<file path="config.mk">
export PLATFORM = sky130hd
export DESIGN_NAME = mag_comp_seq
export DESIGN_NICKNAME = d
export VERILOG_FILES = /design/src/rtl/cmp_pkg.sv /design/src/rtl/comp.sv /design/src/rtl/mag_comp_seq.sv
export SDC_FILE = /design/constraint.sdc
export NUM_CORES = 1
export LEC_CHECK = 0
export ABC_AREA = 1
export CAP_MARGIN = 20
export CORE_AREA = 2 2 85 87
export DETAILED_ROUTE_END_ITERATION = 6
export DIE_AREA = 0 0 87 89
export PLACE_DENSITY = 0.84
export SYNTH_ARGS = -nofsm -noshare
export SYNTH_HDL_FRONTEND = slang
export SYNTH_SLANG_ARGS = --single-unit
</file>
<file path="constraint.sdc">
create_clock -name clk -period 4 [get_ports clk]
set_input_delay 0.4 -clock clk [delete_from_list [all_inputs] [get_ports clk]]
set_output_delay 0.4 -clock clk [all_outputs]
set_load 0.005 [all_outputs]
</file>
<file path="src/rtl/cmp_pkg.sv">
// Shared encodings for the bit-serial magnitude comparator: one-hot {gt,eq,lt}
// result codes and the controller state type.
package cmp_pkg;

   localparam logic [2:0] CMP_GT   = 3'b100;
   localparam logic [2:0] CMP_EQ   = 3'b010;
   localparam logic [2:0] CMP_LT   = 3'b001;
   localparam logic [2:0] CMP_NONE = 3'b000;

   typedef enum logic [1:0] {
      IDLE = 2'd0,
      SCAN = 2'd1,
      DONE = 2'd2
   } state_t;

endpackage

</file>
<file path="src/rtl/comp.sv">
// 1-bit magnitude compare cell: y = {a>b, a==b, a<b}, always one-hot.
module comp (
   input  logic       a,
   input  logic       b,
   output logic [2:0] y
);

   assign y = {a & ~b, ~(a ^ b), ~a & b};

endmodule

</file>
<file path="src/rtl/mag_comp_seq.sv">
// Bit-serial magnitude comparator controller: walks the 1-bit comp cell from
// MSB to LSB over latched operands and reports a one-hot {gt,eq,lt} result.
module mag_comp_seq
   import cmp_pkg::*;
#(
   parameter int WIDTH      = 32,
   parameter bit EARLY_EXIT = 1'b1
) (
   input  logic                     clk,
   input  logic                     rst,
   input  logic                     start,
   input  logic                     signed_cmp,
   input  logic [WIDTH-1:0]         a,
   input  logic [WIDTH-1:0]         b,
   output logic                     busy,
   output logic                     done,
   output logic [2:0]               result,
   output logic [$clog2(WIDTH)-1:0] bit_idx
);

   localparam int             IW      = $clog2(WIDTH);
   localparam logic [IW-1:0]  IDX_MSB = IW'(WIDTH - 1);

   state_t          r_state;
   state_t          w_state_nx;
   logic [WIDTH-1:0] r_a;
   logic [WIDTH-1:0] r_b;
   logic            r_signed;
   logic [IW-1:0]   r_idx;
   logic [2:0]      r_result;
   logic [2:0]      r_first;
   logic            r_found;

   logic            w_swap;
   logic            w_bit_a;
   logic            w_bit_b;
   logic [2:0]      w_cell;
   logic            w_diff;
   logic            w_last;
   logic            w_finish;
   logic [2:0]      w_final;

   // On a signed compare the sign bit carries inverted weight, so the cell
   // inputs are exchanged at the MSB: a sign of 1 reads as "less".
   assign w_swap  = r_signed && (r_idx == IDX_MSB);
   assign w_bit_a = w_swap ? r_b[r_idx] : r_a[r_idx];
   assign w_bit_b = w_swap ? r_a[r_idx] : r_b[r_idx];

   comp u_comp (
      .a (w_bit_a),
      .b (w_bit_b),
      .y (w_cell)
   );

   assign w_diff   = (w_cell != CMP_EQ);
   assign w_last   = (r_idx == '0);
   assign w_finish = EARLY_EXIT ? (w_diff || w_last) : w_last;
   assign w_final  = r_found ? r_first : (w_diff ? w_cell : CMP_EQ);

   always_ff @(posedge clk) begin
      if (rst) r_state <= IDLE;
      else     r_state <= w_state_nx;
   end

   always_comb begin
      w_state_nx = r_state;
      case (r_state)
         IDLE:    if (start) w_state_nx = SCAN;
         SCAN:    if (w_finish) w_state_nx = DONE;
         DONE:    w_state_nx = IDLE;
         default: w_state_nx = IDLE;
      endcase
   end

   // r_first keeps only the most significant difference; less significant
   // differences seen later in a fixed-latency scan are ignored.
   always_ff @(posedge clk) begin
      if (rst) begin
         r_a      <= '0;
         r_b      <= '0;
         r_signed <= 1'b0;
         r_idx    <= IDX_MSB;
         r_result <= CMP_NONE;
         r_first  <= CMP_NONE;
         r_found  <= 1'b0;
      end else begin
         case (r_state)
            IDLE: begin
               if (start) begin
                  r_a      <= a;
                  r_b      <= b;
                  r_signed <= signed_cmp;
                  r_idx    <= IDX_MSB;
                  r_first  <= CMP_NONE;
                  r_found  <= 1'b0;
               end
            end
            SCAN: begin
               if (!r_found && w_diff) begin
                  r_found <= 1'b1;
                  r_first <= w_cell;
               end
               if (w_finish) r_result <= w_final;
               else          r_idx    <= r_idx - IW'(1);
            end
            default: ;
         endcase
      end
   end

   assign busy    = (r_state != IDLE);
   assign done    = (r_state == DONE);
   assign result  = r_result;
   assign bit_idx = r_idx;

endmodule
</file>
==> impl_metrics.toml, run 1 <==
[placed_design]
gp_congestion = 0.900
hpwl_um = 5970
numPlacedInstances = 665
portBuffers = 77

[sta]
timing.slew.headroom_pct = 39.6
rsz0062_at_grt = "false"
finClkSkew_ns = 0.00799
fin_crit_sh_pct = 75.6
timing.final.hold_violations = 0
setup_violations = 0
setup_tns_ns = 0
layout_min_cycle_time_ns = 3.02
maxClockFrequency_mhz = 331
tightest_slew_ns = 0.905
timing_max_transition_violations_final = 0

[clock_tree]
cts_hold_bufs = 0
cts_root_buffer = "sky130_fd_sc_hd__clkbuf_8"
cts_buffer_count = 9
insertion_delay_ns = 0.34
clock_sinks = 79
cts_max_path_buffers = 2
clock_tree.htree_level_count = 3
cts_setup_buffers = 0
quantity_of_gates_resized_following_cts = 0
cts_tree = "yes"
cts.reportedPaths.clkPinSlew_ns = 0.08

[floorplan]
row_count = 30
start_util_pct = 54.4
fp.dieArea_sq_um = 7740
fp.dieW_um = 87
fp.coreArea_sq_um = 6720
floorplan.die.height_um = 89
ios = 78

[logic_synthesis]
synth.top_cells.by_count = "99 x sky130_fd_sc_hd__nor2_1, 93 x sky130_fd_sc_hd__nand2_1, 79 x sky130_fd_sc_hd__dfxtp_1, 71 x sky130_fd_sc_hd__o21ai_0, 46 x sky130_fd_sc_hd__inv_1"
synth_flop_cell = "sky130_fd_sc_hd__dfxtp_1"
synth_cells = 534
synthDistinctLibCells = 26
syn-mean-instance-area_sq_um = 6.85
synth_area_leaders = "sky130_fd_sc_hd__dfxtp_1 43%, sky130_fd_sc_hd__nor2_1 10%, sky130_fd_sc_hd__o21ai_0 9.7%"
yosysSeqAreaShare_pct = 43.2
share_of_the_synthesized_area_in_the_top_cell_type_pct = 43.2
synth_fp_nets = 607
synthMostInstantiatedCell = "sky130_fd_sc_hd__nor2_1"
synth-async-reset-ratio_pct = 0
yosysWarningCount = 0
synthDominantAreaCellType = "sky130_fd_sc_hd__dfxtp_1"
synth_seq_cells = 79
syn_area_sq_um = 3660
edff_count_synth = 0

[route]
ant_nets = 0
route.detailed.wl_per_inst_um = 12.7
detail_route.wirelength_um = 8690
drtIter0Drc = 171
route.vias.total = 3586
drc_errors = 0
routed_via_density = 5.26
first_pass_iters = 5

[final_layout]
antennaDiodeCount = 0
multi_input_logic_area_sq_um = 1730
register_area_sq_um = 1580
final_net_count = 670
synthToLayoutAreaGrowth_pct = 26.2
count_of_non_filler_cells_in_the_finished_layout = 682
filler_cell_count = 594
drive_above_1_share_pct = 6.48

[setup_path]
worst-endpoint-required_ns = 4.24
crit_fanout = 41
path_class = "register to register"
cp-end-kind = "register"
worst_path_arrival_ns = 3.26
worst_setup_path_start_kind = "register"

[grt]
grt_use_total_pct = 22.8
first_global_vias = 3261
globalRouteOverflowTotal = 0
grt_pass1_wl_um = 13900
antenna_violations_before_repair = 0
grt_max_degree = 98

[status]
outcome = "complete, no violations"

[hold_path]
hold_path_class = "register to register"

[power]
p_leak_nw = 1.98
power_density_nw_per_um2 = 672
power.ir.vdd_worst_v = 0.000262

[flow_run]
cap_viol_max_count = 0
stage by stage:
step / instance area, sq um / setup slack, ns / hold WS [ns] / power, mW / utilization (%)
6_report: 4610 / 0.978 / 0.459 / 3.10 / 68.7
5_1_grt: 4610 / 0.710 / 0.476 / 3.36 / 68.7
4_1_cts: 4590 / 1.06 / 0.457 / 3.09 / 68.4
3_5_place_dp: 4400 / 1.09 / 0.446 / 2.53 / 65.5
3_3_place_gp: 4400 / 1.22 / 0.441 / 2.48 / 65.5
2_1_floorplan: 3660 / 1.73 / 0.424 / 2.18 / -
sequential cells by signal, indices dropped and copies added, names as in the netlist:
register / count
r_a: 32
r_state: 2
r_found: 1
r_first: 3
r_b: 32
result: 3
r_signed: 1
bit_idx: 5
kinds of logic after synthesis:
kind of cell             share of synthesized area (%)
AO/OA/AOI/OAI                                     18.8
adder cells (fa/ha/maj)                           1.71
XOR/XNOR                                         0.240
buffers and inverters                             9.55
AND/OR/NAND/NOR                                   26.5
flip-flops                                        43.2
metal layers:
layer | global-route usage [%] | vias up | part of all wire (%)
met2 | 38.2 | 119 | 46
met5 | 0 | - | 0
met1 | 27.6 | 1606 | 45
li1 | - | 1844 | -
met3 | 5.63 | 17 | 6.5
met4 | 10.5 | 0 | 2.1
cells in the final DEF, fill, tap and decap left out:
cell type and instances:
sky130_fd_sc_hd__buf_4 4, sky130_fd_sc_hd__clkbuf_1 1, sky130_fd_sc_hd__a31oi_2 1, sky130_fd_sc_hd__clkbuf_8 13
sky130_fd_sc_hd__clkinv_2 1, sky130_fd_sc_hd__nor2_2 6, sky130_fd_sc_hd__clkinv_1 1, sky130_fd_sc_hd__a21oi_2 3
sky130_fd_sc_hd__nor2_1 99, sky130_fd_sc_hd__nand4_1 1, sky130_fd_sc_hd__o21ai_0 71, sky130_fd_sc_hd__nand3b_1 1
sky130_fd_sc_hd__o21ai_1 9, sky130_fd_sc_hd__clkinvlp_4 1, sky130_fd_sc_hd__nor3_1 3, sky130_fd_sc_hd__dfxtp_1 79
sky130_fd_sc_hd__inv_1 46, sky130_fd_sc_hd__buf_12 1, sky130_fd_sc_hd__a31oi_1 2, sky130_fd_sc_hd__nand2_1 92
sky130_fd_sc_hd__o31ai_1 1, sky130_fd_sc_hd__inv_2 3, sky130_fd_sc_hd__nand3_1 30, sky130_fd_sc_hd__ha_1 5
sky130_fd_sc_hd__a21oi_1 41, sky130_fd_sc_hd__xor2_1 1, sky130_fd_sc_hd__o211ai_1 3, sky130_fd_sc_hd__clkdlybuf4s50_1 77
sky130_fd_sc_hd__nand2_2 6
critical path, cell delays in order, from the launching register on:
cell,delay [ns]
sky130_fd_sc_hd__dfxtp_1,0.30
sky130_fd_sc_hd__buf_4,0.24
sky130_fd_sc_hd__inv_2,0.43
sky130_fd_sc_hd__nand2_1,0.15
sky130_fd_sc_hd__nand3_1,0.11
sky130_fd_sc_hd__nand3_1,0.12
sky130_fd_sc_hd__nand2_1,0.11
sky130_fd_sc_hd__nor2_2,0.04
sky130_fd_sc_hd__nand2_2,0.07
sky130_fd_sc_hd__nand2_1,0.08
sky130_fd_sc_hd__nand2_1,0.06
sky130_fd_sc_hd__nand2_1,0.05
sky130_fd_sc_hd__ha_1,0.31
sky130_fd_sc_hd__inv_1,0.06
sky130_fd_sc_hd__a31oi_2,0.18
sky130_fd_sc_hd__nand2_1,0.09
sky130_fd_sc_hd__nand2_2,0.16
sky130_fd_sc_hd__inv_1,0.09
sky130_fd_sc_hd__o21ai_1,0.16
sky130_fd_sc_hd__nand3b_1,0.09
final timing paths:
check | startpoint | endpoint | slack (ns) | cells after the start
min reg2reg | r_b[29] | r_b[29] | 0.46 | 2
max | bit_idx[0] | bit_idx[2] | 0.98 | 19
max reg2reg | bit_idx[0] | bit_idx[2] | 0.98 | 19
min | r_b[29] | r_b[29] | 0.46 | 2
final cells by class:
type	count	area share (%)
Multi-Input combinational cell	375	37.5
Sequential cell	79	34.3
Timing Repair Buffer	82	17.8
Inverter	50	4.07
Clock buffer	14	3.96
Tap cell	80	2.17
Clock inverter	2	0.271
where the power goes:
| part | total, mW | internal, mW | switching, mW | leakage, nW |
|---|---|---|---|---|
| clock network | 0.565 | 0.293 | 0.272 | 0.0987 |
| registers | 1.12 | 1.02 | 0.108 | 0.654 |
| logic | 1.41 | 0.531 | 0.883 | 1.23 |
(Power assumes the default switching activity.)
==> inputs of run 2 (changes only) <==
Settings changed: CORE_AREA 2 2 85 87 to 2 2 93 95, DIE_AREA 0 0 87 89 to 0 0 95 97, PLACE_DENSITY 0.84 to 0.74.
Clock period 4 ns to 2.6 ns, I/O delays scaled along.
==> run 2 against run 1 <==
  * Hold slack got worse by 0.0096 ns
  * Maximum frequency rose by 18%
  * Critical endpoint unchanged
  * Largest power group unchanged
  * Sequential share of layout area shrank 1.2 points
  * Critical path depth decreased by 3
  * Global-route usage down 2.1 points
  * Wire length is 3.7% higher
  * Register-to-register slack worse by 0.94 ns
==> impl_metrics.toml, run 2 (synthesis results as in run 1) <==
[route]
ant_nets = 0
routed_via_density = 4.93
drtIter0Drc = 199
first_pass_iters = 4
route.vias.total = 3510
route.detailed.wl_per_inst_um = 12.7
drc_errors = 0
detail_route.wirelength_um = 9010

[floorplan]
floorplan.die.height_um = 97
fp.dieW_um = 95
fp.coreArea_sq_um = 8130
row_count = 33
fp.dieArea_sq_um = 9220
ios = 78
start_util_pct = 45.0

[placed_design]
gp_congestion = 0.923
numPlacedInstances = 697
hpwl_um = 6530
portBuffers = 77

[final_layout]
fin_util_pct = 58.8
synthToLayoutAreaGrowth_pct = 30.8
filler_cell_count = 757
antennaDiodeCount = 0
layout.cells.most_common_list = "97 x sky130_fd_sc_hd__nor2_1, 92 x sky130_fd_sc_hd__nand2_1, 78 x sky130_fd_sc_hd__dfxtp_1"
final_net_count = 676
count_of_non_filler_cells_in_the_finished_layout = 712
layout.cells.most_common = "sky130_fd_sc_hd__nor2_1"
multi_input_logic_area_sq_um = 1740
drive_above_1_share_pct = 7.91
register_area_sq_um = 1580

[grt]
grt_pass1_wl_um = 15100
antenna_violations_before_repair = 0
grt_use_total_pct = 20.7
grt_max_degree = 46
globalRouteOverflowTotal = 0
first_global_vias = 3340

[power]
power_density_nw_per_um2 = 1080
sequentialPowerShare_pct = 33.6
cellInternalPower_mw = 3.15
p_leak_nw = 2.04
p_switching_mw = 2.00
power.switching_fraction_pct = 38.8
power.share.clock_pct = 21.6
p_comb_share_pct = 44.9
power.ir.vdd_worst_v = 0.000448

[status]
outcome = "complete, no violations"

[sta]
timing.slew.headroom_pct = 65.6
finClkSkew_ns = 0.00780
setup_violations = 0
layout_min_cycle_time_ns = 2.56
tightest_slew_ns = 0.512
fin_crit_sh_pct = 98.6
setup_tns_ns = 0
maxClockFrequency_mhz = 390
timing.final.hold_violations = 0
rsz0062_at_grt = "true"
timing_max_transition_violations_final = 0

[setup_path]
cell_chain_critical_path = "nor2_2, inv_1, a21oi_1, nor2_2, nand2_2, nand2_2, nand2_1, nand2_1, ha_1, inv_1, a31oi_2, nand2_1, nand2_4, inv_1, o21ai_1, nand3b_1"
critical_path.slowest_cell = "sky130_fd_sc_hd__dfxtp_1"
reg2reg_setup_slack_ns = 0.04
largest_stage_delay_on_the_critical_path_ns = 0.38
cp-end-kind = "register"
path_class = "register to register"
wp_buf_inv = 3
worst-endpoint-required_ns = 2.84
crit_fanout = 10
worst_setup_path_start_kind = "register"
worst_path_arrival_ns = 2.81
critical_path.top_delay_family = "simple AND/OR/NAND/NOR gates"

[clock_tree]
clock_sinks = 79
cts_max_path_buffers = 2
insertion_delay_ns = 0.36
cts_tree = "yes"
clock_tree.htree_level_count = 3
cts.reportedPaths.clkPinSlew_ns = 0.08
cts_buffer_count = 9
cts_setup_buffers = 0
cts_root_buffer = "sky130_fd_sc_hd__clkbuf_8"

[flow_run]
cap_viol_max_count = 0

[hold_path]
hold_path_class = "register to register"
==> run 2: cell count changes in the layout (fill, tap and decap cells not counted), moves of 2 or more <==
cell                        change
sky130_fd_sc_hd__inv_2          -2
sky130_fd_sc_hd__nor2_2         +2
sky130_fd_sc_hd__clkbuf_8       -2
sky130_fd_sc_hd__buf_6          +3
sky130_fd_sc_hd__bufinv_16      +3
sky130_fd_sc_hd__buf_4          +2
sky130_fd_sc_hd__inv_4          +2
sky130_fd_sc_hd__nor2_1         -2
==> run 2: routing by layer <==
layer / track usage [%] / wire length [um] / up-vias
li1: - / - / 1845
met1: 25.9 / 4040 / 1533
met2: 33.8 / 4210 / 112
met3: 4.52 / 577 / 20
met4: 9.25 / 187 / 0
met5: 0 / 0 / -
==> run 2: power groups by stage <==
| stage | Combinational, mW | Sequential, mW | Clock [mW] |
|---|---|---|---|
| 4_1_cts | 2.29 | 1.72 | 1.12 |
| 2_1_floorplan | 1.64 | 1.72 | 0 |
| 5_1_grt | 2.64 | 1.77 | 1.17 |
| 3_5_place_dp | 2.27 | 1.75 | 0 |
| 6_report | 2.31 | 1.73 | 1.11 |
| 3_3_place_gp | 2.22 | 1.74 | 0 |
==> run 2: path summary, 6_finish.rpt <==
path                                  from         end  cells after the start
worst max-delay path            bit_idx[2]  bit_idx[2]                     16
worst min-delay path            r_first[1]  r_first[1]                      2
worst max register to register  bit_idx[2]  bit_idx[2]                     16
worst min register to register  r_first[1]  r_first[1]                      2
==> run 2: worst register-to-register path: stages (launching register included) <==
cell                       delay [ns]
sky130_fd_sc_hd__dfxtp_1         0.38
sky130_fd_sc_hd__nor2_2          0.31
sky130_fd_sc_hd__inv_1           0.17
sky130_fd_sc_hd__a21oi_1         0.17
sky130_fd_sc_hd__nor2_2          0.06
sky130_fd_sc_hd__nand2_2         0.07
sky130_fd_sc_hd__nand2_2         0.06
sky130_fd_sc_hd__nand2_1         0.06
sky130_fd_sc_hd__nand2_1         0.06
sky130_fd_sc_hd__ha_1            0.32
sky130_fd_sc_hd__inv_1           0.06
sky130_fd_sc_hd__a31oi_2         0.19
sky130_fd_sc_hd__nand2_1         0.12
sky130_fd_sc_hd__nand2_4         0.12
sky130_fd_sc_hd__inv_1           0.07
sky130_fd_sc_hd__o21ai_1         0.13
sky130_fd_sc_hd__nand3b_1        0.09
==> run 2: layout make-up <==
| cell class | instances | share of cell area [%] |
|---|---|---|
| Tap cell | 105 | 2.75 |
| Clock buffer | 12 | 3.24 |
| Sequential cell | 79 | 33.1 |
| Clock inverter | 3 | 1.88 |
| Timing Repair Buffer | 88 | 18.6 |
| Inverter | 50 | 4.03 |
| Multi-Input combinational cell | 375 | 36.4 |
==> run 2: timing repair <==
item / 4_1_cts / 5_1_grt
gates resized for setup: 2 / 9
setup endpoints to repair: 1 / 13
hold buffers: 0 / 0
==> run 2: per-stage QoR <==
| stage | hold slack (ns) | cell area [sq um] | power [mW] | setup WS (ns) |
|---|---|---|---|---|
| after global routing | 0.485 | 4780 | 5.58 | -0.152 |
| after CTS | 0.447 | 4760 | 5.13 | 0.0360 |
| after detailed placement | 0.437 | 4510 | 4.02 | 0.0201 |
| after floorplan | 0.329 | 3660 | 3.36 | 0.329 |
| after global placement | 0.438 | 4510 | 3.96 | 0.168 |
| final | 0.449 | 4780 | 5.16 | 0.0353 |
==> inputs of run 3 (changes only) <==
Settings changed: CAP_MARGIN 20 to 30, GPL_ROUTABILITY_DRIVEN set to 0.
==> results of run 3 <==
No change in the layout: final DEF, timing and power equal those of run 2.
